===== config.mk =====
export PLATFORM = sky130hd
export DESIGN_NAME = sv32_page_walker
export DESIGN_NICKNAME = d
export VERILOG_FILES = /design/src/rtl/sv32_page_walker.sv
export SDC_FILE = /design/constraint.sdc
export NUM_CORES = 1
export LEC_CHECK = 0
export ABC_AREA = 1
export CORE_MARGIN = 10
export CORE_UTILIZATION = 43
export CTS_CLUSTER_DIAMETER = 80
export DETAILED_ROUTE_END_ITERATION = 7
export HOLD_SLACK_MARGIN = 0.02
export PLACE_DENSITY = 0.81
export SLEW_MARGIN = 20
export SYNTH_ARGS = -nofsm -noshare
export SYNTH_HDL_FRONTEND = slang
export SYNTH_SLANG_ARGS = --single-unit

===== constraint.sdc =====
create_clock -name clk -period 1.7 [get_ports clk]
set_input_delay 0.51 -clock clk [delete_from_list [all_inputs] [get_ports clk]]
set_output_delay 0.51 -clock clk [all_outputs]
set_load 0.005 [all_outputs]

===== src/rtl/sv32_page_walker.sv =====
// Sv32 hardware page-table walker.
// Resolves one TLB miss at a time: issues up to two PTE loads through the
// page-walk load port, checks the returned PTEs, and returns either a leaf
// PPN with its flags or a page fault. Only one PTE load is ever outstanding;
// a flushed walk drains its pending load response before going idle.
module sv32_page_walker #(
    parameter int PPN_W    = 20,
    parameter bit CHECK_AD = 1'b1
) (
    input  logic             clk,
    input  logic             rst,

    input  logic             IN_rqValid,
    input  logic [31:0]      IN_rqAddr,
    input  logic             IN_rqIsStore,
    input  logic [PPN_W-1:0] IN_rqRootPPN,
    output logic             OUT_rqReady,

    input  logic             IN_flush,

    output logic             OUT_ldValid,
    output logic [31:0]      OUT_ldAddr,
    input  logic             IN_ldStall,
    input  logic             IN_ldResValid,
    input  logic [31:0]      IN_ldResData,

    output logic             OUT_resValid,
    output logic             OUT_resFault,
    output logic             OUT_resSuper,
    output logic [PPN_W-1:0] OUT_resPPN,
    output logic [7:0]       OUT_resFlags,
    output logic [31:0]      OUT_resVAddr
);

    typedef enum logic [2:0] {
        IDLE,
        L1_REQ,
        L1_WAIT,
        L0_REQ,
        L0_WAIT,
        RESP,
        DRAIN
    } walkState_t;

    walkState_t state, nextState;

    // Request context captured at accept time.
    logic [31:0]      vaddr;
    logic             isStore;
    logic [PPN_W-1:0] rootPPN;
    // Next-level table pointer taken from a non-leaf level-1 PTE.
    logic [PPN_W-1:0] ptrPPN;

    // Registered result fields.
    logic             resFault;
    logic             resSuper;
    logic [PPN_W-1:0] resPPN;
    logic [7:0]       resFlags;

    // Decoded view of the PTE currently on IN_ldResData.
    logic             atL1;
    logic             pteLeaf;
    logic             pteFault;
    logic             goDeeper;
    logic             pteAccept;
    logic [PPN_W-1:0] leafPPN;

    // The RSW bits carry no meaning for the walker.
    logic unusedRsw;
    assign unusedRsw = ^IN_ldResData[9:8];

    // State register.
    always_ff @(posedge clk) begin
        // NOTE: sequential state is updated with non-blocking assignments so
        // every flop samples the pre-edge values, independent of block order.
        if (rst) state <= IDLE;
        else     state <= nextState;
    end

    // Classify the returned PTE: pointer, leaf, or fault at the current level.
    always_comb begin
        // NOTE: every output of a combinational block gets a default first;
        // a path that leaves one unassigned would infer a latch.
        atL1      = 1'b0;
        pteLeaf   = 1'b0;
        pteFault  = 1'b0;
        goDeeper  = 1'b0;
        pteAccept = 1'b0;
        leafPPN   = '0;

        atL1    = (state == L1_WAIT);
        pteLeaf = IN_ldResData[1] | IN_ldResData[3];

        // Invalid, write-only reserved encoding, or PPN beyond a 32-bit PA.
        if (!IN_ldResData[0] || (!IN_ldResData[1] && IN_ldResData[2]) ||
            (IN_ldResData[31:30] != 2'b00))
            pteFault = 1'b1;

        // A megapage must be aligned to 4 MiB.
        if (atL1 && pteLeaf && (IN_ldResData[19:10] != 10'd0))
            pteFault = 1'b1;

        // There is no level below level 0.
        if (!atL1 && !pteLeaf)
            pteFault = 1'b1;

        if (CHECK_AD && pteLeaf &&
            (!IN_ldResData[6] || (isStore && !IN_ldResData[7])))
            pteFault = 1'b1;

        goDeeper  = atL1 && !pteLeaf && !pteFault;
        pteAccept = ((state == L1_WAIT) || (state == L0_WAIT)) &&
                    IN_ldResValid && !IN_flush;

        // A megapage passes VPN0 through as the low half of the PPN.
        if (atL1) leafPPN = PPN_W'({IN_ldResData[29:20], vaddr[21:12]});
        else      leafPPN = PPN_W'(IN_ldResData[29:10]);
    end

    // Next-state logic and handshake outputs.
    always_comb begin
        nextState    = state;
        OUT_rqReady  = 1'b0;
        OUT_ldValid  = 1'b0;
        OUT_ldAddr   = '0;
        OUT_resValid = 1'b0;

        unique case (state)
            IDLE: begin
                OUT_rqReady = !IN_flush;
                if (IN_rqValid && !IN_flush) nextState = L1_REQ;
            end
            L1_REQ: begin
                OUT_ldValid = !IN_flush;
                OUT_ldAddr  = 32'({rootPPN, vaddr[31:22], 2'b00});
                if (IN_flush)         nextState = IDLE;
                else if (!IN_ldStall) nextState = L1_WAIT;
            end
            L1_WAIT: begin
                if (IN_flush)           nextState = IN_ldResValid ? IDLE : DRAIN;
                else if (IN_ldResValid) nextState = goDeeper ? L0_REQ : RESP;
            end
            L0_REQ: begin
                OUT_ldValid = !IN_flush;
                OUT_ldAddr  = 32'({ptrPPN, vaddr[21:12], 2'b00});
                if (IN_flush)         nextState = IDLE;
                else if (!IN_ldStall) nextState = L0_WAIT;
            end
            L0_WAIT: begin
                if (IN_flush)           nextState = IN_ldResValid ? IDLE : DRAIN;
                else if (IN_ldResValid) nextState = RESP;
            end
            RESP: begin
                OUT_resValid = !IN_flush;
                nextState    = IDLE;
            end
            DRAIN: begin
                if (IN_ldResValid) nextState = IDLE;
            end
            default: nextState = IDLE;
        endcase
    end

    // Capture request context, the level-0 pointer and the walk result.
    always_ff @(posedge clk) begin
        // NOTE: the datapath registers are reset too, because the result
        // fields are visible on the outputs and must read 0 after reset.
        if (rst) begin
            vaddr    <= '0;
            isStore  <= 1'b0;
            rootPPN  <= '0;
            ptrPPN   <= '0;
            resFault <= 1'b0;
            resSuper <= 1'b0;
            resPPN   <= '0;
            resFlags <= '0;
        end else begin
            if (state == IDLE && IN_rqValid && !IN_flush) begin
                vaddr   <= IN_rqAddr;
                isStore <= IN_rqIsStore;
                rootPPN <= IN_rqRootPPN;
            end
            if (pteAccept) begin
                if (goDeeper) begin
                    ptrPPN <= PPN_W'(IN_ldResData[29:10]);
                end else begin
                    resFault <= pteFault;
                    resSuper <= atL1 && !pteFault;
                    resPPN   <= pteFault ? '0 : leafPPN;
                    resFlags <= IN_ldResData[7:0];
                end
            end
        end
    end

    assign OUT_resFault = resFault;
    assign OUT_resSuper = resSuper;
    assign OUT_resPPN   = resPPN;
    assign OUT_resFlags = resFlags;
    assign OUT_resVAddr = vaddr;

endmodule


==> results of run 1 <==
==> sequential cells by signal (all words and copies together) (netlist names) <==
name	flops
OUT_resFault	1
OUT_resFlags	8
OUT_resPPN	20
OUT_resSuper	1
OUT_resVAddr	32
isStore	1
ptrPPN	20
rootPPN	20
state	3
==> where the power goes <==
part	leakage, µW	switching [µW]	internal (µW)
logic	0.00253	606	590
registers	0.000871	50.9	2600
clock network	0.0000746	843	560
total	0.00347	1500	3750
==> cells by family (layout without fill, tap and decap cells) <==
family,after synthesis,after routing
buffers and inverters,104,350
AND/OR/NAND/NOR,213,213
flip-flops,106,106
other,1,2
AO/OA/AOI/OAI,191,191
==> placed cells by master, fill, tap and decap left out, types with 10 or more instances in the layout <==
cell	synthesis	final
sky130_fd_sc_hd__dfxtp_1	106	88
sky130_fd_sc_hd__clkdlybuf4s50_1	0	82
sky130_fd_sc_hd__a21oi_1	78	66
sky130_fd_sc_hd__dlygate4sd2_1	0	66
sky130_fd_sc_hd__nand2_1	85	56
sky130_fd_sc_hd__inv_1	55	52
sky130_fd_sc_hd__o21ai_0	93	48
sky130_fd_sc_hd__nor2_1	75	48
sky130_fd_sc_hd__buf_4	9	48
sky130_fd_sc_hd__o21ai_1	8	37
sky130_fd_sc_hd__buf_2	14	31
sky130_fd_sc_hd__buf_6	0	25
sky130_fd_sc_hd__nand3_1	40	24
sky130_fd_sc_hd__nor2_2	3	22
sky130_fd_sc_hd__dfxtp_2	0	17
sky130_fd_sc_hd__nand2_4	0	16
sky130_fd_sc_hd__nand2_2	4	16
sky130_fd_sc_hd__o21ai_2	0	15
sky130_fd_sc_hd__nand3_2	2	14
sky130_fd_sc_hd__a21oi_2	0	12
sky130_fd_sc_hd__nor2_4	2	10
sky130_fd_sc_hd__clkbuf_8	0	10
==> worst register-to-register path, delay by kind of cell (launching register included) <==
kind                   cells  cell delay, ns
buffers and inverters      8            0.85
and+or+nand+nor            5            0.47
AOI/OAI and AO/OA          1            0.05
DFF                        1            0.37
==> repair_timing <==
action | 4_1_cts | 5_1_grt
resized for setup | 339 | 130
setup endpoints to repair | 170 | 107
cloned | 9 | 4
endpoints found under the hold margin | 0 | 0
setup buffers | 25 | 5
pin swaps | 24 | 17
==> stage by stage <==
stage / instance area, µm² / total power [µW] / utilization [%] / setup slack, ns
after floorplan: 4447 / 3086 / - / 0.06913
after global placement: 6668 / 3681 / 65.47 / -0.6053
after detailed placement: 6668 / 3706 / 65.47 / -0.7420
after CTS: 7342 / 5116 / 72.09 / -0.3495
after global routing: 7819 / 5418 / 76.77 / -0.4313
final: 7819 / 5247 / 76.77 / -0.3571
==> per-layer routing <==
metal | global-route usage (%) | part of all wire, % | vias to the layer above | wire length [µm]
met5 | 0 | 0 | - | 0
met4 | 6.036 | 1.7 | 0 | 328
met3 | 8.002 | 9.4 | 30 | 1763
met2 | 40.05 | 51 | 245 | 9510
li1 | - | - | 2498 | -
met1 | 25.50 | 38 | 2465 | 7166
==> worst min path at each step <==
stage	depth (start not counted)	to	slack (ns)	from
floorplan	2	rootPPN[0]	0.42	rootPPN[0]
global placement	2	rootPPN[4]	0.43	rootPPN[4]
detailed placement	2	rootPPN[10]	0.44	rootPPN[10]
CTS	2	rootPPN[19]	0.46	rootPPN[19]
global route	2	rootPPN[13]	0.47	rootPPN[13]
finish	2	rootPPN[19]	0.45	rootPPN[19]
==> final cells by class <==
| type | count | area (µm²) |
|---|---|---|
| Clock buffer | 12 | 145.1 |
| Clock inverter | 2 | 15.01 |
| Sequential cell | 106 | 2147 |
| Multi-Input combinational cell | 406 | 2449 |
| Fill cell | 739 | 2366 |
| Tap cell | 136 | 170.2 |
| Timing Repair inverter | 3 | 43.79 |
| Inverter | 60 | 247.7 |
| Timing Repair Buffer | 273 | 2601 |
==> impl_results.md, run 1 <==
* H-tree depth reported by CTS at 3
* Endpoint of the worst register-to-register path: OUT_resPPN[0]
* Worst-case register-to-register setup slack at -0.18 ns
* Mapped Area at 4443 µm²
* Per-instance average area after synthesis at 7.224 µm²
* Number of buffers inserted during clock tree synthesis at 9
* Proportion of synthesized chip area in sequential cells at 47.76%
* Residual antenna-violating net count after detailed routing at 0
* Cell variety after synth at 24
* Cts-stage hold buffer count at 0
* Type of the worst min-delay path: register to register
* Total Nets Final at 950
* Async SR Flop Fraction at 0%
* # placed instances at 944
* Max Fclk at 486.1 MHz
* Non-Filler Instances at 998
* Worst path top cell family by delay: buffers and inverters
* Post-synthesis to final-layout area growth at 75.98%
* Area share of fa/ha/maj cells after synthesis at 0%
* Core footprint at 10180 µm²
* Proportion of netlist area held by the largest area contributor at 47.76%
* Routability congestion estimate at 0.9242
* Clock transition at the registers of the reported paths at 0.10 ns
* Total setup violations reported at the end of the flow at 83
* Peak fanout along the critical path at 5
* Largest family of logic cells by synthesized area: compound AO/OA/AOI/OAI gates
* Number of logic stages on the critical path including buffering at 7
* Simple-gate area share of the yosys netlist at 20.28%
* Top post-synthesis cells by count: sky130_fd_sc_hd__dfxtp_1, sky130_fd_sc_hd__o21ai_0, sky130_fd_sc_hd__nand2_1
* Initial standard-cell utilization of the core at 43.62%
* Vias at 5238
* Clk_lat worst skew at 0.37 ns
* Total negative slack for setup checks at -15.54 ns
* Combined buffer and inverter count along the critical path at 5
* Number of maximum-capacitance violations at 0
* CP endpoint: OUT_ldAddr[7]
* Endpoints failing hold at 0
* Violated checks: setup timing
* Beginning of the worst register-to-register path: state[0]
* Routed WL per cell at 18.81 µm
* Grt ovf at 0
* DPL Wire Length at 11.71 mm
* Worst-case reg-to-reg path depth at 14
* Chip width at 121.7 µm
* Run status: finished, violations left
* CP Capture Type: output pin
* DR vias/cell at 5.248
* Number of buffers added on ports at 183
* Worst vdd rail ir drop at 0.5586 mV
* Synthesized-area fraction occupied by ao, oa, aoi and oai cells at 21.88%
* Ratio of cells with drive above 1 in the final layout at 33.06%
* Register bit count reported by yosys at 106
* Buffer depth of the longest clock path at 2
* Post-synth EDFFs at 0
* Initial antenna violation count at 0
* Static leakage at 0.003473 µW
* Type of the worst setup path: register to output pin
* Boundary Pins at 188
* Slowest CP cell: sky130_fd_sc_hd__dfxtp_2
* Clk sink count at 106
* Most instantiated library cell after synthesis: sky130_fd_sc_hd__dfxtp_1
* Final max-slew violation count at 0
* CTS root buf: sky130_fd_sc_hd__clkbuf_8
* Most instantiated flip-flop cell in the synthesis netlist: sky130_fd_sc_hd__dfxtp_1
* Worst EP arrival at 1.55 ns
* Placement Rows at 37
* Wire length of the first global-routing pass at 27.23 mm
* Drt drc at 0
* Post-synthesis cell type with the largest combined area: sky130_fd_sc_hd__dfxtp_1
* Worst EP required at 1.19 ns
* Number of detailed-routing iterations run before antenna repair at 5
* Xor and xnor fraction of the mapped netlist area at 0%
* Pin count of the biggest net entering global routing at 48
* Initial DRC Count at 371
* Max stage delay on crit path at 0.39 ns
* Clock tree from TritonCTS: done
* Critical path startpoint: state[1]
* Final Routed Wirelength at 18.77 mm
* Most frequent cell on the critical path: sky130_fd_sc_hd__buf_6
* Unrepaired setup endpoints after global routing: true
* Height of the die at 121.7 µm
* Clock skew at 0.01169 ns
* Hold Worst Slack at 0.4529 ns
* Setup crit start kind: register
* Die outline area at 14800 µm²
* Antenna diode count at 0
* Area contributors post-synth: sky130_fd_sc_hd__dfxtp_1, sky130_fd_sc_hd__o21ai_0, sky130_fd_sc_hd__a21oi_1
* Cell chain of the critical path: inv_2 > nor2_4 > buf_6 > clkinv_4 > buf_6 > o22ai_2 > buf_2
* Period minus WS final at 2.057 ns
* Cell Pwr Density at 671.1 nW/µm²
* Cells after Synth at 615
* GRT Util Overall at 22.73%
* Mux contribution to synthesized area at 0%
* Final worst-path cycle share at 121.0%
* Number of global-route vias before repair at 5285
* Worst setup margin at -0.3571 ns
* Count of warnings emitted by yosys at 0
Power figures use the tool's default switching activity.
==> run 2, diff against run 1 <==
--- a/config.mk
+++ b/config.mk
@@ -7,12 +7,11 @@
 export LEC_CHECK = 0
 export ABC_AREA = 1
 export CORE_MARGIN = 10
-export CORE_UTILIZATION = 43
+export CORE_UTILIZATION = 39
 export CTS_CLUSTER_DIAMETER = 80
 export DETAILED_ROUTE_END_ITERATION = 7
 export HOLD_SLACK_MARGIN = 0.02
-export PLACE_DENSITY = 0.81
-export SLEW_MARGIN = 20
+export PLACE_DENSITY = 0.75
 export SYNTH_ARGS = -nofsm -noshare
 export SYNTH_HDL_FRONTEND = slang
 export SYNTH_SLANG_ARGS = --single-unit
==> constraint.sdc (replaced) <==
create_clock -name clk -period 1.8 [get_ports clk]
set_input_delay 0.54 -clock clk [delete_from_list [all_inputs] [get_ports clk]]
set_output_delay 0.54 -clock clk [all_outputs]
set_load 0.005 [all_outputs]
==> run 2 against run 1 <==
Combinational power fell by 12%. Setup slack improved by 0.11 ns. Clock power rose by 30%. Final area fell by 4.6%. The flow still finishes with violations (setup timing). Critical path depth rose by 1.
==> impl_results.md, run 2 (same netlist as run 1, synthesis figures left out) <==
* Run status: finished, violations left
* Violated checks: setup timing
* Switching part of the total at 26.42%
* Vias at 5027
* Initial standard-cell utilization of the core at 40.45%
* Sw power at 1420 µW
* Routability congestion estimate at 0.9412
* Chip width at 126.7 µm
* Endpoints failing hold at 0
* Boundary Pins at 188
* Type of the worst min-delay path: register to register
* Buffer depth of the longest clock path at 2
* Routing usage on met2 at 31.56%
* Wire length of the first global-routing pass at 25.59 mm
* Number of buffers added on ports at 183
* Worst vdd rail ir drop at 0.5022 mV
* Initial antenna violation count at 2
* Worst path top cell family by delay: buffers and inverters
* Total internal power at 3955 µW
* Cts-stage hold buffer count at 0
* Total setup violations reported at the end of the flow at 31
* Clock skew at 0.009975 ns
* Drt drc at 0
* Number of flip-flops in the largest register at 32
* Final Routed Wirelength at 17.56 mm
* Hold Crit Start: rootPPN[16]
* Share of total power in combinational logic at 19.6%
* Routed WL per cell at 17.94 µm
* Placement Rows at 38
* Clk pwr share at 33.9%
* GRT Util Overall at 19.37%
* Static leakage at 0.003125 µW
* Non-Filler Instances at 979
* DPL Wire Length at 12.33 mm
* Period minus WS final at 2.051 ns
* Cell chain of the critical path: inv_2 > nand2_4 > nor2_4 > buf_6 > inv_8 > buf_8 > o22ai_2 > buf_2
* Worst EP arrival at 1.51 ns
* Cell Pwr Density at 720.8 nW/µm²
* Ratio of cells with drive above 1 in the final layout at 24.01%
* Max Fclk at 487.6 MHz
* Number of logic stages on the critical path including buffering at 8
* Setup crit start kind: register
* Number of maximum-capacitance violations at 0
* Depth of the worst hold-timing path at 2
* Clk sink count at 106
* Pin count of the biggest net entering global routing at 61
* Residual antenna-violating net count after detailed routing at 0
* Unrepaired setup endpoints after global routing: true
* Number of buffers inserted during clock tree synthesis at 9
* Leading cell type in the layout, fill and taps excluded: sky130_fd_sc_hd__clkdlybuf4s50_1
* Global Route met3 Usage at 9.954%
* Post-synthesis to final-layout area growth at 67.84%
* Type of the worst setup path: register to output pin
* Die outline area at 16060 µm²
* Hold Worst Slack at 0.4531 ns
* Slowest CP cell: sky130_fd_sc_hd__dfxtp_2
* Met1 usage in global routing at 20.96%
* DR vias/cell at 5.135
* Combined buffer and inverter count along the critical path at 5
* Peak fanout along the critical path at 6
* Clock tree from TritonCTS: done
* Initial DRC Count at 412
* H-tree depth reported by CTS at 3
* Most frequent cells in the layout: sky130_fd_sc_hd__clkdlybuf4s50_1, sky130_fd_sc_hd__dfxtp_1, sky130_fd_sc_hd__o21ai_0
* Worst-case reg-to-reg path depth at 12
* Total Nets Final at 924
* Grt ovf at 0
* Worst setup margin at -0.2508 ns
* Reg power frac at 46.5%
* Number of global-route vias before repair at 5099
* Beginning of the worst register-to-register path: state[0]
* Clk_lat worst skew at 0.34 ns
* Number of detailed-routing iterations run before antenna repair at 5
* GR peak layer: met2
* Clock transition at the registers of the reported paths at 0.07 ns
* Critical path startpoint: state[2]
* CTS root buf: sky130_fd_sc_hd__clkbuf_16
* Height of the die at 126.7 µm
* Worst EP required at 1.26 ns
* CP Capture Type: output pin
* # placed instances at 943
* Core footprint at 10980 µm²
* Final worst-path cycle share at 113.9%
* Final max-slew violation count at 0
* Max stage delay on crit path at 0.33 ns
run 2: cell count changes in the layout (fill, tap and decap cells not counted), moves of 11 or more:
cell                              before  now
sky130_fd_sc_hd__dlygate4sd2_1        66    2
sky130_fd_sc_hd__nand2_4              16    5
sky130_fd_sc_hd__nand2_1              56   74
sky130_fd_sc_hd__buf_6                25   12
sky130_fd_sc_hd__o21ai_1              37   21
sky130_fd_sc_hd__dfxtp_1              88  103
sky130_fd_sc_hd__clkdlybuf4s50_1      82  138
sky130_fd_sc_hd__o21ai_0              48   75
sky130_fd_sc_hd__dfxtp_2              17    3
run 2: tightest hold or removal path: stages, from the launching register on:
cell,delay (ns)
sky130_fd_sc_hd__dfxtp_1,0.30
sky130_fd_sc_hd__inv_1,0.05
sky130_fd_sc_hd__a21oi_1,0.06
run 2: layout make-up:
type	count	area [µm²]
repair buffers	249	2397
clock buffers	11	242.7
well taps	140	175.2
diodes	2	5.005
fillers	868	3526
repair inverters	1	6.256
inverters	60	242.7
clock inverters	4	28.78
flip-flops and latches	106	2126
multi-input cells	406	2233
run 2: metrics by stage:
step / cell area [µm²] / total power [µW] / setup TNS [ns] / util, % / worst slack, ns
after floorplan: 4447 / 2915 / 0 / - / 0.1391
after global placement: 6679 / 3487 / -40.42 / 60.81 / -0.5510
after detailed placement: 6679 / 3508 / -45.36 / 60.81 / -0.6027
after CTS: 7025 / 5304 / -6.627 / 63.97 / -0.2691
after global routing: 7455 / 5593 / -9.104 / 67.87 / -0.3000
final: 7457 / 5375 / -6.013 / 67.90 / -0.2508
run 2: layer usage:
layer / wire length, µm / share of wire [%] / vias to the layer above
met5: 0 / 0 / -
met1: 6729 / 38 / 2327
li1: - / - / 2445
met2: 8519 / 49 / 230
met3: 2019 / 11 / 25
met4: 295 / 1.7 / 0
run 2: path summary, 6_finish.rpt:
kind / to / slack (ns)
worst max-delay path: OUT_ldAddr[5] / -0.25
worst min-delay path: rootPPN[16] / 0.45
worst max register to register: ptrPPN[7] / 0.03
worst min register to register: rootPPN[16] / 0.45
run 2: timing repair:
item,CTS,global route
pin swaps,4,22
cloned,2,4
setup endpoints to repair,87,106
buffers inserted,7,7
gates resized for setup,181,98
run 2: power by group through the flow:
stage	Clock [µW]	Combinational (µW)	Sequential, µW
after floorplan	0	364	2550
after global placement	0	943	2540
after detailed placement	0	959	2550
after CTS	1830	975	2500
after global routing	1940	1140	2510
final	1820	1050	2500
